**config.mk**
```make
export PLATFORM = sky130hd
export DESIGN_NAME = debounce_filter
export DESIGN_NICKNAME = d
export VERILOG_FILES = /design/src/rtl/debounce_filter.sv
export SDC_FILE = /design/constraint.sdc
export NUM_CORES = 1
export LEC_CHECK = 0
export CAP_MARGIN = 20
export CELL_PAD_IN_SITES_DETAIL_PLACEMENT = 1
export CELL_PAD_IN_SITES_GLOBAL_PLACEMENT = 1
export CORE_MARGIN = 4
export CORE_UTILIZATION = 45
export DETAILED_ROUTE_END_ITERATION = 8
export GPL_TIMING_DRIVEN = 0
export PLACE_DENSITY = 0.93
export SLEW_MARGIN = 10
export SYNTH_ARGS = -nofsm -noshare
export SYNTH_HDL_FRONTEND = slang
export SYNTH_SLANG_ARGS = --single-unit
```
**constraint.sdc**
```tcl
create_clock -name clk_i -period 6.7 [get_ports clk_i]
set_input_delay 1.34 -clock clk_i [delete_from_list [all_inputs] [get_ports clk_i]]
set_output_delay 1.34 -clock clk_i [all_outputs]
set_load 0.1 [all_outputs]
```
**src/rtl/debounce_filter.sv**
```systemverilog
// Input conditioner for a raw asynchronous level. The level is synchronised into
// clk_i, and a change is accepted only after it has held for threshold_i cycles.
module debounce_filter #(
    parameter int SYNC_STAGES = 2,
    parameter int COUNT_W     = 16
) (
    input  logic               clk_i,
    input  logic               arst_ni,
    input  logic               signal_i,
    input  logic [COUNT_W-1:0] threshold_i,
    output logic               signal_o,
    output logic               rise_o,
    output logic               fall_o,
    output logic               busy_o
);

    typedef enum logic {
        STABLE,
        QUALIFY
    } state_t;

    logic [SYNC_STAGES-1:0] sync_q;
    logic                   s_sync;

    state_t                 state_q, state_d;
    logic [COUNT_W-1:0]     cnt_q, cnt_d;
    logic [COUNT_W-1:0]     thr_m1;
    logic                   commit;
    logic                   level_q;
    logic                   rise_q;
    logic                   fall_q;

    // NOTE: sequential state uses non-blocking assignments so every flop samples
    // its inputs from before the clock edge, independent of statement order.
    always_ff @(posedge clk_i or negedge arst_ni) begin
        if (!arst_ni) begin
            sync_q <= '0;
        end else begin
            sync_q <= {sync_q[SYNC_STAGES-2:0], signal_i};
        end
    end

    assign s_sync = sync_q[SYNC_STAGES-1];

    // A zero threshold behaves as one, so thr_eff-1 is zero in both cases.
    assign thr_m1 = (threshold_i == '0) ? '0 : threshold_i - COUNT_W'(1);

    // NOTE: every signal driven here gets a default first; otherwise a path that
    // leaves one unassigned would infer a latch.
    always_comb begin
        state_d = state_q;
        cnt_d   = cnt_q;
        commit  = 1'b0;

        unique case (state_q)
            STABLE: begin
                cnt_d = '0;
                if (s_sync != level_q) begin
                    if (thr_m1 == '0) begin
                        commit = 1'b1;
                    end else begin
                        cnt_d   = COUNT_W'(1);
                        state_d = QUALIFY;
                    end
                end
            end
            QUALIFY: begin
                if (s_sync == level_q) begin
                    cnt_d   = '0;
                    state_d = STABLE;
                end else if (cnt_q >= thr_m1) begin
                    commit = 1'b1;
                end else begin
                    cnt_d = cnt_q + COUNT_W'(1);
                end
            end
            default: begin
                cnt_d   = '0;
                state_d = STABLE;
            end
        endcase

        if (commit) begin
            cnt_d   = '0;
            state_d = STABLE;
        end
    end

    always_ff @(posedge clk_i or negedge arst_ni) begin
        if (!arst_ni) begin
            state_q <= STABLE;
            cnt_q   <= '0;
            level_q <= 1'b0;
            rise_q  <= 1'b0;
            fall_q  <= 1'b0;
        end else begin
            state_q <= state_d;
            cnt_q   <= cnt_d;
            if (commit) begin
                level_q <= s_sync;
            end
            rise_q <= commit & s_sync;
            fall_q <= commit & ~s_sync;
        end
    end

    assign signal_o = level_q;
    assign rise_o   = rise_q;
    assign fall_o   = fall_q;
    assign busy_o   = (state_q == QUALIFY);

endmodule

```
======== Yosys cells after proc, flatten, opt, wreduce, memory -nomap -nowiden ========
Index checks and enable logic that the tools add are counted.
storage, ports and cells
  register bits after elaboration ......... 22
  latch bits .............................. 0
  memory bits (writable) .................. 0
  memory bits (read-only) ................. 0
  bits of input ports ..................... 19
  logic and storage cells ................. 35
  memories ................................ 0
operators by class
  add/subtract/negate cells ............... 2
  multipliers ............................. 0
  divide/modulo/power cells ............... 0
  $lt $le $gt $ge ......................... 1
  equal/unequal tests ..................... 3
  shifts and indexed selects .............. 0
  muxes and demuxes ....................... 17
  bitwise logic cells ..................... 4
  reductions and logical operators ........ 2
operator list
  kind                                                                  number
  16-bit 2-to-1 mux                                                     4
  16-bit zero test                                                      2
  16-bit case mux with 2 select lines                                   1
  16-bit by 1-bit adder with 16-bit output, second input constant       1
  16-bit >= comparator                                                  1
  16-bit by 1-bit subtractor with 16-bit output, second input constant  1
  1-bit 2-to-1 mux                                                      10
  4-bit inequality test, second input constant                          1
  1-bit case mux with 2 select lines                                    2
  1-bit bitwise AND                                                     2
  1-bit NOT                                                             2
  1-bit equality test                                                   1
  1-bit inequality test                                                 1

======== Depth between registers and ports, before layout ========
  depth in word-level cells ............... 7
  mapped depth ............................ 16
  depth with buffers taken out ............ 14

======== Worst setup path before layout ========
OpenSTA, ideal clock, no wires.
  path kind ............................... input port to flip-flop
  start point ............................. in threshold_i[0]
  end point ............................... reg cnt_q[10]
  library setup time ...................... 72 ps
  arrival time ............................ 4299 ps
  data required time ...................... 6628 ps
  path slack .............................. 2329 ps
  cell stages on the path ................. 16
  buffers on the path ..................... 2
  path through ............................ inv_1 -> ha_1 -> nor3b_4 -> nand2_2 -> nor4_1 -> mux2i_1 -> ha_1 -> o21ai_0 -> nor2_1 -> or3_1 -> nor3_1 -> o31ai_1 -> or2_1 -> clkbuf_1 -> clkbuf_1 -> nor2_1
on the way
  word-level cells in the longest chain between the ends .. 7
ends and longest elaborated chain
  item                                                                               RTL line  text
  from (decl)                                                                        10        input logic [COUNT_W-1:0] threshold_i,
  16-bit by 1-bit subtractor with 16-bit output or 16-bit zero test (tied branches)  46        assign thr_m1 = (threshold_i == '0) ? '0 : threshold_i - COUNT_W'(1);
  16-bit 2-to-1 mux (*)                                                              46
  16-bit >= comparator or 16-bit zero test (tied branches)                           71, 59
  1-bit 2-to-1 mux (on tied branches)                                                71, 59
  1-bit 2-to-1 mux (on tied branches)                                                68, 58
  1-bit case mux with 2 select lines                                                 55        unique case (state_q)
  4-bit inequality test (no line) or 16-bit 2-to-1 mux (tied branches)               n/a
  to (signal assigned)                                                               98        cnt_q <= cnt_d;
  to (decl)                                                                          26        logic [COUNT_W-1:0] cnt_q, cnt_d;
Every way passes the cells marked *; elsewhere a longest branch is shown, timed or not.
A chain may end at the register's enable or synchronous reset.

======== Worst setup path in the final report ========
  start point ............................. in threshold_i[0]
  end point ............................... reg state_q (netlist: busy_o)
on the way
  word-level cells in the longest chain between the ends .. 7
ends and longest elaborated chain
  item                                                                               RTL line  text
  16-bit by 1-bit subtractor with 16-bit output or 16-bit zero test (tied branches)  46
  16-bit 2-to-1 mux (*)                                                              46
  16-bit >= comparator or 16-bit zero test (tied branches)                           71, 59
  1-bit 2-to-1 mux (on tied branches)                                                71, 59
  1-bit 2-to-1 mux (on tied branches)                                                68, 58
  1-bit case mux with 2 select lines                                                 55
  1-bit 2-to-1 mux (*)                                                               83        if (commit) begin
  via state_d                                                                        25        state_t state_q, state_d;
  to (signal assigned)                                                               97        state_q <= state_d;
  to (decl)                                                                          25
The timed path passes the listed nets; every way through them passes the cells marked *.

==> results.md <==
- Port-buffer cells: 20
- Slew @ Worst Pin: between 0.9 and 1 ns
- Fin crit share: 80.6%
- Total track usage: 19.5%
- Number of synthesized register bits: 22
- Vias in the first global route: 1753
- Buffer depth of the longest clock path: 2
- Total number of vias: 1581
- Filler cell count: 470
- IO Pins: 23
- CTS tree: done
- Setup_tns: 0 ns
- Largest family of logic cells by synthesized area: simple AND/OR/NAND/NOR gates
- Vias per cell: between 5 and 6
- Crit path time final: around 5.4 ns
- XOR/XNOR share of the synthesized area: 11.5%
- Worst Path Required: 6.83 ns
- Share of layout cells above drive strength 1: between 10 and 15%
- Initial antenna violation count: 0
- Hold Path Class: reg2reg
- Synth Area in Compound Gates: 10.1%
- Mapped Cells: 210
- RSZ-0062 raised after global routing: false
- Initial core utilization: 48.2%
- Syn_nets: 247
- Clock Latency Late Sink: 0.27 ns
- Antenna diodes: 0
- Final setup viols: 0
- Post-synthesis sequential area ratio: 30.1%
- Dpl ws: 1.01 ns
- Syn Std Cell Area: around 1800 um2
- Hold-fix buffers, CTS: 0
- Pwr Density: 229 nW/um2
- Clock Skew: 0.0101 ns
- First-pass GRT wire length: slightly above 8000 um
- Core Rows: 22
- Clk root buf: clkbuf_8
- Outcome: finished, final reports clean
- Leakage: 0.954 nW
- Max-slew headroom: a little over a third
- CP top delay family: simple AND/OR/NAND/NOR gates
- Crit-path max cell delay: 0.52 ns
- Worst path buffer plus inverter count: 4
- Final Hold Fails: 0
- Total power: 0.499 mW
- Die W: 71.8 um
- Post-route setup slack: 1.30 ns
- Layout Cells excl Fill: 283
- Fin. max-slew vios: 0
- Mux cell area share after synthesis: under 10%
- Post-CTS setup buffer count: 0
- CP Class: in2reg
- WHS: 0.343 ns
- Layout Utilization: ~57%
- Achievable Freq: about 190 MHz
- Critical Path Slowest Stage Cell: clkdlybuf4s50_1
- Nets: 273
- Synth Area per Inst: 8.71 um2
- GRT Residual Overflow: 0
- CP endpoint kind: flip-flop
- Avg WL per Cell: 16.5 um
- Initial DRC Count: 63
- Synth warn: 0
- Core Box Area: 3800 um2
- Die H: a little over 70 um
- Sink Count: 22
- Placed cells: 278
- Final instance area: around 2200 um2
- Post-route ant nets: 0
- Htree depth: 1
- Dpl cell area: 2090 um2
- Crit path DAT: 5.53 ns
- Residual DRC count: 0
- Post-detailed-routing wire length: between 4000 and 5000 um
- Worst-path clk slew: 0.08 ns
- Number of gates resized after cts: 0
- Synth-to-Final Area Change: 18.9%
- DIE AREA: 5150 um2
- Largest net degree at the start of global routing: 23
- Number of buffers created by CTS: 3
- Adder-cell share of the synthesized area: 12.3%
- Worst-path cell chain: clkdlybuf4s50_1, inv_1, ha_1, nor3b_4, nand2_2, nor4_1, mux2i_1, ha_1, nand4_1, or2_2, o31ai_1, or2_1, clkbuf_1, clkbuf_1, nand2_1
- Post-synthesis async set-or-reset flop share: 100%
- EDFF count, synth: 0
- Pre-antenna DRT Iters: 4
- Synth cell types: between 40 and 50
- Peak VDD IR: 0.264 mV
- Gpl congestion: 0.758
- Synth Flop Type: dfrtp_1
- Nature of the critical path startpoint: input pin
- CP Max Fanout: 10
- HPWL after DPL: roughly 3600 um
- Max_cap viols: 0
- Simple-gate area share of the yosys netlist: 30.5%
==> path summary, 6_finish.rpt <==
kind	slack, ns	end	startpoint	depth (start not counted)
hold / removal	0.34	sync_q[1]$_DFF_PN0_	sync_q[0]$_DFF_PN0_	0
min in group asynchronous	1.34	cnt_q[2]$_DFFE_PN0P_	arst_ni	1
max in group asynchronous	4.92	cnt_q[13]$_DFFE_PN0P_	arst_ni	2
setup / recovery	1.30	busy_o$_DFF_PN0_	threshold_i[0]	15
setup reg to reg	3.95	busy_o$_DFF_PN0_	cnt_q[0]$_DFFE_PN0P_	11
hold reg to reg	0.34	sync_q[1]$_DFF_PN0_	sync_q[0]$_DFF_PN0_	0
==> power by group <==
group          total, mW  switching (mW)  internal [mW]  leakage (nW)
Clock              0.123          0.0435         0.0798        0.0357
Combinational      0.213           0.143         0.0697         0.623
Sequential         0.163          0.0153          0.148         0.296
==> cell type report <==
type,instances,area [um2],share of cell area [%]
multi-input cells,174,1220,56.2
flip-flops and latches,22,551,25.3
repair buffers,21,215,9.89
well taps,48,60.1,2.76
clock buffers,3,41.3,1.90
inverters,10,37.5,1.73
clock inverters,1,30.0,1.38
plain buffers,4,17.5,0.805
==> cell usage in the layout, fill, tap and decap left out, drive strengths merged, types with 4 or more instances in the layout <==
master	instances
nor2	31
dfrtp	22
clkdlybuf4s50	20
ha	18
nand2	18
xor2	13
xnor2	11
inv	10
nand3	10
a21oi	8
nor3	8
nand4	7
or2	7
clkbuf	6
and3	4
nor3b	4
o21ai	4
==> worst reg2reg max path, stage by stage (launching register included) <==
cell and delay (ns):
dfrtp_1 0.43, inv_1 0.06, ha_1 0.27, nand2b_1 0.11, nand3_1 0.10, a21oi_1 0.15, a211oi_1 0.08, o31ai_1 0.40
or2_1 0.17, clkbuf_1 0.32, clkbuf_1 0.41, nand2_1 0.12
==> cells by family (layout without fill, tap and decap cells) <==
logic type / Yosys count / count (layout)
simple gates: 103 / 103
compound gates: 25 / 25
xor+xnor: 24 / 24
flops: 22 / 22
fa+ha+maj: 18 / 18
buf+inv: 14 / 39
mux: 4 / 4
==> state kept, by name (all words and copies together) (netlist names) <==
name	flops
busy_o	1
cnt_q	16
rise_o	1
signal_o	1
fall_o	1
sync_q	2
==> synthesized netlist by cell type, drive strengths merged, types with 2 or more instances <==
cell | instances | area [um2]
inv | 10 | 37.5
a211oi | 2 | 15.0
nand2b | 2 | 12.5
dfrtp | 22 | 551
nor3 | 8 | 56.3
nor2 | 31 | 116
a21o | 3 | 23.8
or2 | 7 | 46.3
a21oi | 8 | 40.0
mux2i | 2 | 20.0
ha | 18 | 225
nor3b | 4 | 41.3
nand2 | 18 | 72.6
xnor2 | 11 | 96.3
xor2 | 13 | 114
nor4 | 3 | 31.3
a41oi | 2 | 32.5
o21ai | 4 | 20.0
mux2 | 2 | 26.3
or3 | 3 | 18.8
nand3 | 10 | 50.1
nor2b | 2 | 12.5
and3 | 4 | 25.0
nand4 | 7 | 43.8
clkbuf | 3 | 12.5
==> routing by layer <==
layer | wire length [um] | track usage, % | vias to the layer above
met5 | 0 | 0 | -
met4 | 24 | 3.76 | 0
met3 | 174 | 2.81 | 2
met2 | 2350 | 35.4 | 27
met1 | 2130 | 24.5 | 769
li1 | - | - | 783
(Power assumes the default switching activity.)
